**config.mk**
```make
export PLATFORM = sky130hd
export DESIGN_NAME = trace_tx_fifo
export DESIGN_NICKNAME = d
export VERILOG_FILES = /design/src/rtl/trace_tx_fifo.sv
export SDC_FILE = /design/constraint.sdc
export NUM_CORES = 2
export LEC_CHECK = 0
export ABC_CLOCK_PERIOD_IN_PS = 3900
export CORE_ASPECT_RATIO = 0.9
export CORE_UTILIZATION = 63
export CTS_CLUSTER_SIZE = 8
export DETAILED_ROUTE_END_ITERATION = 6
export PLACE_DENSITY_LB_ADDON = 0.25
export SYNTH_ARGS = -nofsm -noshare
export SYNTH_HDL_FRONTEND = slang
export SYNTH_SLANG_ARGS = --single-unit
export TNS_END_PERCENT = 50
```
**constraint.sdc**
```tcl
create_clock -name clk -period 3.9 [get_ports clk]
set_clock_uncertainty 0.15 [all_clocks]
set_input_delay 0.39 -clock clk [delete_from_list [all_inputs] [get_ports clk]]
set_output_delay 0.39 -clock clk [all_outputs]
set_load 0.01 [all_outputs]
```
**src/rtl/trace_tx_fifo.sv**
```systemverilog
// Elastic FWFT byte FIFO between the trace packet splitter and the UART transmitter.
// Read path is BRAM read register -> output register, plus a stretched stall indicator.

module trace_tx_fifo #(
   parameter int DEPTH_LOG2   = 8,
   parameter int HIWATER      = 192,
   parameter int STRETCH_LOG2 = 20
) (
   input  logic                clk,
   input  logic                rst,
   input  logic                sync,
   input  logic                in_avail,
   input  logic [7:0]          in_data,
   output logic                in_next,
   output logic                out_avail,
   output logic [7:0]          out_data,
   input  logic                out_next,
   output logic [DEPTH_LOG2:0] level,
   output logic                hiwater,
   output logic                stall
);

   localparam int DEPTH = 1 << DEPTH_LOG2;
   localparam int PTR_W = DEPTH_LOG2 + 1;

   logic [7:0]              mem [DEPTH];
   logic [7:0]              mid_data_q;

   logic [PTR_W-1:0]        wptr_q, wptr_d;
   logic [PTR_W-1:0]        rptr_q, rptr_d;
   logic [PTR_W-1:0]        level_q, level_d;
   logic                    mid_vld_q, mid_vld_d;
   logic                    out_vld_q, out_vld_d;
   logic [7:0]              out_data_q, out_data_d;
   logic                    hiwater_q, hiwater_d;
   logic                    stall_q, stall_d;
   logic [STRETCH_LOG2-1:0] stretch_q, stretch_d;

   logic full;
   logic push;
   logic pop;
   logic ram_empty;
   logic out_free;
   logic mid_move;
   logic mid_free;
   logic ram_rd;
   logic blocked;

   // rptr tracks what has left the RAM, so RAM occupancy is wptr - rptr, not level
   assign full      = (level_q == PTR_W'(DEPTH));
   assign push      = in_avail & ~full & sync;
   assign pop       = out_next & out_vld_q & sync;
   assign ram_empty = (rptr_q == wptr_q);
   assign out_free  = ~out_vld_q | pop;
   assign mid_move  = mid_vld_q & out_free;
   assign mid_free  = ~mid_vld_q | mid_move;
   assign ram_rd    = mid_free & ~ram_empty & sync;
   assign blocked   = in_avail & full & sync;

   assign in_next   = push;
   assign out_avail = out_vld_q;
   assign out_data  = out_data_q;
   assign level     = level_q;
   assign hiwater   = hiwater_q;
   assign stall     = stall_q;

   always_ff @(posedge clk) begin
      if (push) mem[wptr_q[DEPTH_LOG2-1:0]] <= in_data;
   end

   always_ff @(posedge clk) begin
      if (ram_rd) mid_data_q <= mem[rptr_q[DEPTH_LOG2-1:0]];
   end

   always_comb begin
      wptr_d     = wptr_q;
      rptr_d     = rptr_q;
      level_d    = level_q;
      mid_vld_d  = mid_vld_q;
      out_vld_d  = out_vld_q;
      out_data_d = out_data_q;

      if (push)   wptr_d = wptr_q + PTR_W'(1);
      if (ram_rd) rptr_d = rptr_q + PTR_W'(1);

      if (push & ~pop)      level_d = level_q + PTR_W'(1);
      else if (~push & pop) level_d = level_q - PTR_W'(1);

      if (ram_rd)        mid_vld_d = 1'b1;
      else if (mid_move) mid_vld_d = 1'b0;

      if (mid_move) begin
         out_vld_d  = 1'b1;
         out_data_d = mid_data_q;
      end else if (pop) begin
         out_vld_d  = 1'b0;
      end

      // Loss of trace sync discards everything queued; the stall stretch survives
      if (!sync) begin
         wptr_d     = '0;
         rptr_d     = '0;
         level_d    = '0;
         mid_vld_d  = 1'b0;
         out_vld_d  = 1'b0;
         out_data_d = '0;
      end

      hiwater_d = (level_q >= PTR_W'(HIWATER));

      if (blocked)                stretch_d = '1;
      else if (stretch_q != '0)   stretch_d = stretch_q - STRETCH_LOG2'(1);
      else                        stretch_d = stretch_q;

      stall_d = blocked | (stretch_q != '0);
   end

   always_ff @(posedge clk or negedge rst) begin
      if (!rst) begin
         wptr_q     <= '0;
         rptr_q     <= '0;
         level_q    <= '0;
         mid_vld_q  <= 1'b0;
         out_vld_q  <= 1'b0;
         out_data_q <= '0;
         hiwater_q  <= 1'b0;
         stall_q    <= 1'b0;
         stretch_q  <= '0;
      end else begin
         wptr_q     <= wptr_d;
         rptr_q     <= rptr_d;
         level_q    <= level_d;
         mid_vld_q  <= mid_vld_d;
         out_vld_q  <= out_vld_d;
         out_data_q <= out_data_d;
         hiwater_q  <= hiwater_d;
         stall_q    <= stall_d;
         stretch_q  <= stretch_d;
      end
   end

endmodule

```
**Word-level counts from Yosys, hierarchy flattened**

Memory sizes are Yosys's and may differ from the RTL's. A register that Yosys moved wholly into a read port is not among the register bits.
Cells that the tools add are included.

- Multipliers: 0
- Shifts and indexed selects: 0
- Order comparisons: 1
- Divide/modulo/power cells: 0
- Reductions and logical operators: 2
- Mux-type cells: 19
- Add/subtract/negate cells: 5
- Bitwise operators: 20
- Equal/unequal tests: 8

Operator list:

| operator | number |
|---|---|
| 9-bit two-way mux | 7 |
| 20-bit two-way mux | 2 |
| 9-bit by 1-bit adder with 9-bit output (second input constant) | 3 |
| 20-bit nonzero test | 1 |
| 20-bit by 1-bit subtractor with 20-bit output (second input constant) | 1 |
| 8-bit two-way mux | 2 |
| 1-bit AND | 11 |
| 9-bit == test | 1 |
| 9-bit == test (second input constant) | 1 |
| 9-bit by 8-bit greater-or-equal comparator with 1-bit output (second input constant) | 1 |
| 3-bit by 1-bit inequality test with 1-bit output (second input constant) | 3 |
| 9-bit by 1-bit subtractor with 9-bit output (second input constant) | 1 |
| 1-bit two-way mux | 8 |
| 2-bit by 1-bit inequality test with 1-bit output (second input constant) | 3 |
| 1-bit inverter | 6 |
| 1-bit bitwise OR | 3 |
| 2-bit nonzero test | 1 |

- Memories: 1
- Output and inout port bits: 21
- ROM bits: 0
- Bits in latches: 0
- Memory bits (writable): 2048
- Word-level logic and storage cells: 65
- Bits of input ports: 13
- Bits in registers: 59

Memory list:

| name | words | bits a word | read ports | clocked after memory_dff | write ports | line | source |
|---|---|---|---|---|---|---|---|
| mem | 256 | 8 | 1 | 1 | 1 | 26 | `logic [7:0] mem [DEPTH];` |

**Depth between registers and ports, before layout**

- Depth in word-level cells: 9
- Depth in mapped cells: 14
- Depth with buffers taken out: 13

**Worst setup path before layout**

No wires, ideal clock.

- Path kind: register -> register
- From: register level_q[2] (netlist: level[2])
- To: register level_q[7] (netlist: level[7])
- Data arrival time: 2882 ps
- Data required time: 3625 ps
- Period minus slack after synthesis: 3157 ps
- Slack: 743 ps
- Cell stages (with the launch flop): 14
- Path buffers: 1
- Library setup time: 125 ps
- Cell sequence: dfrtp_1 -> nor4_1 -> a31oi_1 -> clkbuf_1 -> and2_1 -> nand2_1 -> ha_1 -> a21oi_1 -> a21boi_0 -> o21ai_0 -> nand2b_1 -> a31oi_1 -> nor2_1 -> a2111oi_0

- Longest elaborated chain between the ends: 7
- Elaborated cells on any way between the ends: 13
- Those cells by class: 2 x add/sub; 2 x eq/ne; 3 x mux; 6 x bitwise

RTL lines:

| what | line | source |
|---|---|---|
| start: declaration | 31 | `logic [PTR_W-1:0] level_q, level_d;` |
| start signal: assignment | 132 | `level_q <= level_d;` |
| 9-bit == test * | 50 | `assign full = (level_q == PTR_W'(DEPTH));` |
| 1-bit inverter * | 51 | `assign push = in_avail & ~full & sync;` |
| 1-bit AND * (2 in series) | 51 |  |
| via in_next | 14 | `output logic in_next,` |
| 1-bit inverter / 1-bit AND (equally long branches) | 87, 86 |  |
| 1-bit AND / 9-bit two-way mux (equally long branches) | 87, 86 |  |
| 3-bit by 1-bit inequality test with 1-bit output (no line) / 9-bit two-way mux (equally long branches) | n/a |  |

The timed path passes the listed nets; every way through them passes the cells marked *. The select of a mux whose other input is x is not followed.
A chain may end at the register's enable or synchronous reset.

**Worst setup path in the final report**

- From: register rptr_q[0]
- To: register mid_data_q[4] (read register of mem), data pin

- Longest elaborated chain between the ends: 4

RTL lines:

| what | line | source |
|---|---|---|
| start: declaration | 30 | `logic [PTR_W-1:0] rptr_q, rptr_d;` |
| start signal: assignment | 131 | `rptr_q <= rptr_d;` |
| 9-bit == test | 53 | `assign ram_empty = (rptr_q == wptr_q);` |
| 1-bit inverter | 57 | `assign ram_rd = mid_free & ~ram_empty & sync;` |
| 1-bit AND (2 in series) | 57 |  |
| end: declaration | 27 | `logic [7:0] mid_data_q;` |

Several ways; a longest one is shown, not always the timed one.

==> impl_metrics.py <==
metrics = {
    "sta": {
        "fin_crit_sh_pct": 102,
        "holdWs_ns": 0.0901,
        "max-slew-margin-rel_pct": 23.3,
        "setup_viol": 2,
        "layout_setup_ws_ns": -0.0635,
        "fmax_ghz": 0.252,
        "finalHoldViolCount": 0,
        "worst_slew_pin_slew_ns": 1.15,
        "slew_violations": 0,
        "grt_setup_unrepaired": "yes",
        "fin_crit_ns": 3.96,
    },
    "worst_setup_path": {
        "cp-start-kind": "flip-flop",
        "crit_fanout": 27,
        "rrSetupSlack_ns": -0.06,
        "slowest_stage": "a2111oi_2",
        "cp.arrival_ns": 4.59,
        "critPathMaxStageDelay_ns": 0.72,
        "r2r_cells": 11,
        "worstReg2RegStart": "rptr_q[0]",
        "cp.required_ns": 4.52,
        "crit_type": "flip-flop to flip-flop",
        "cp-end-kind": "flip-flop",
        "r2r_end": "mid_data_q[4]",
        "worstPathCellList": "buf_12 -> buf_12 -> buf_4 -> mux2i_1 -> o221ai_1 -> a21oi_1 -> nor3_1 -> a211oi_1 -> a2111oi_2 -> buf_4 -> or3_1",
    },
    "clock_tree": {
        "cts_tree": "done",
        "cts.clk_slew.worst_paths_ns": 0.05,
        "cts.sinks": 2115,
        "htree_num_levels": 5,
        "numCtsBuffers": 314,
        "clockBufferDepth": 4,
        "clk_latency_ns": 0.90,
        "post-cts-setup-buffers": 0,
        "root_buffer": "clkbuf_16",
    },
    "yosys": {
        "synth_largest_area_cell": "edfxtp_1",
        "yosysMostFrequentCell": "edfxtp_1",
        "syn_avg_cell_area_um2": 19.7,
        "yosys.area_share.simple_pct": 3.64,
        "ys_seq_area_share_pct": 75.9,
        "yosys.area_share.xor_xnor_pct": 0.410,
        "synth_edf_count": 2056,
        "ys_seq_elements": 2115,
        "ys.flop_type": "edfxtp_1",
        "synth_mux_area_share_pct": 14.4,
        "synth_cells": 4230,
        "synth_top_area_share_pct": 74.1,
        "synthesis.area_mm2": 0.0833,
        "postSynthNetCount": 4258,
        "synthAdderAreaFrac_pct": 0.234,
        "synth.yosys.warnings": 0,
        "synth_compound_area_share_pct": 3.64,
        "synth_top_family_by_area": "multiplexers",
        "synthTopCellsByCount": "2056 x edfxtp_1, 417 x mux4_2, 349 x nor2_1",
        "synth_area_leaders": "edfxtp_1 74%, mux4_2 11%, mux2i_1 2.8%",
        "yosys.cell_types.count": 76,
        "async_flop_share_pct": 2.79,
    },
    "outcome": {
        "violations": "design-rule violations, negative setup slack",
        "run_status": "complete, but fails checks",
    },
    "pwr": {
        "p_total_mw": 60.3,
        "pwr_density_cell_mw_per_mm2": 626,
        "irDropWorstVdd_mv": 0.567,
        "total_leakage_power_nw": 31.0,
    },
    "floorplan": {
        "design.portCount": 34,
        "dieArea_mm2": 0.134,
        "core_area_mm2": 0.131,
        "initial_utilization_pct": 63.5,
        "fp.dieH_um": 347,
        "rows": 126,
        "fp.dieW_um": 385,
    },
    "placement": {
        "dpl.hpwl_um": 135000,
        "port_buffers": 33,
        "post-place-ws_ns": -0.233,
        "gp_congestion": 0.925,
    },
    "global_routing": {
        "grt_pass1_wl_um": 329000,
        "grt.total_usage_pct": 35.1,
        "antenna_found_initial": 14,
        "grt_max_degree": 137,
        "overflow": 0,
        "grt_pass1_vias": 46220,
    },
    "final_layout": {
        "drive_gt1_share_pct": 24.8,
        "design.final.nets": 4754,
        "syn2layout_area_growth_pct": 15.7,
        "utilization_pct": 73.4,
    },
    "routing": {
        "wl_um": 231000,
        "ant_nets": 0,
        "vias_per_cell": 7.14,
        "first_iter_violations": 7394,
        "wl_per_cell_um": 35.3,
        "drc": 1,
        "drt-pass1-iter-count": 7,
        "vias": 46581,
    },
    "min_path": {
        "whs_path_depth": 1,
        "hold_end": "mem[81][1]",
        "hold_class": "primary input to flip-flop",
        "hp-start": "in_data[1]",
    },
    "flow_run": {
        "max_cap_violations": 0,
    },
}
## where the power goes
group / total (mW) / internal, mW / switching (mW)
clock network: 23.4 / 14.4 / 8.96
registers: 25.5 / 25.2 / 0.334
logic: 11.4 / 5.09 / 6.29
total: 60.3 / 44.7 / 15.6
## cells in the final DEF (no fill, tap or decap), types with 24 or more instances in the layout
cell type        synthesis  routed
clkbuf_1               124      49
a221oi_1                62      61
nand2_1                150     148
clkdlybuf4s50_1          0      24
dfrtp_1                 59      54
a22oi_1                 76      76
o21ai_0                 47      46
nand3_1                 49      45
nor3_1                  29      29
o22ai_1                 28      28
nor2_1                 349     347
buf_4                   29     346
mux4_2                 417     417
buf_12                   1      44
edfxtp_1              2056    2056
a21oi_1                 80      80
nor2b_1                 28      24
clkbuf_16                0     319
mux2i_1                235     235
## how the worst max path moves through the flow
stage,startpoint,endpoint,slack (ns),cells past startpoint
floorplan,level[2],level[7],0.74,13
global placement,rptr_q[0],mid_data_q[4],-0.24,11
detailed placement,rptr_q[0],mid_data_q[4],-0.23,11
CTS,rptr_q[0],mid_data_q[3],0.02,10
global route,rptr_q[0],mid_data_q[4],-0.03,11
finish,rptr_q[0],mid_data_q[4],-0.06,11
## flip-flops by register name, indices dropped and copies added, names as in the netlist
name / flops
stall: 1
mid_vld_q: 1
level: 9
out_data: 8
rptr_q: 9
stretch_q: 20
mid_data_q: 8
out_avail: 1
wptr_q: 9
hiwater: 1
mem: 2048
## logic make-up (layout without fill, tap and decap cells)
group,Yosys count,in the layout
AOI/OAI and AO/OA,432,432
xor gates and xnor gates,39,39
adders and majority gates,15,15
buffers and inverters,268,824
DFF,2115,2115
muxes,668,668
other,0,11
and+or+nand+nor,693,693
## metal layers
| layer | share of wire [%] | vias up | GRT usage, % |
|---|---|---|---|
| met2 | 46 | 3879 | 51.8 |
| met4 | 4.3 | 20 | 14.8 |
| met3 | 14 | 699 | 11.0 |
| met1 | 35 | 23727 | 49.0 |
| met5 | 0.059 | - | 0 |
| li1 | - | 18256 | - |
## what timing repair did
item	4_1_cts	5_1_grt
setup endpoints to repair	3	3
endpoints found under the hold margin	213	0
gates resized for setup	4	4
hold buffers	7	0
## layout make-up
cell class                      count  area, µm²
Multi-Input combinational cell   1847      18700
Clock buffer                      368       8170
Sequential cell                  2115      63200
Antenna cell                       11       27.5
Timing Repair Buffer              429       3890
Tap cell                         1728       2160
Inverter                           19       75.1
Fill cell                        7211      34900
Clock inverter                      8       81.3
## through the flow
step | area (µm²) | setup TNS, ns | instances
after floorplan | 83300 | 0 | 4230
after global placement | 87900 | -0.274 | 6131
after detailed placement | 87900 | -0.327 | 6131
after CTS | 96300 | 0 | 6514
after global routing | 96300 | -0.0348 | 6514
final | 96300 | -0.120 | 6525
## worst max-delay path, delay by kind of cell, from the launching register on
family / cells / cell delay [ns]
AND/OR/NAND/NOR: 2 / 0.53
buffers and inverters: 4 / 1.05
flip-flops: 1 / 0.68
AO/OA/AOI/OAI: 4 / 1.24
multiplexers: 1 / 0.13
No activity file was read; power rests on OpenSTA's default activity.
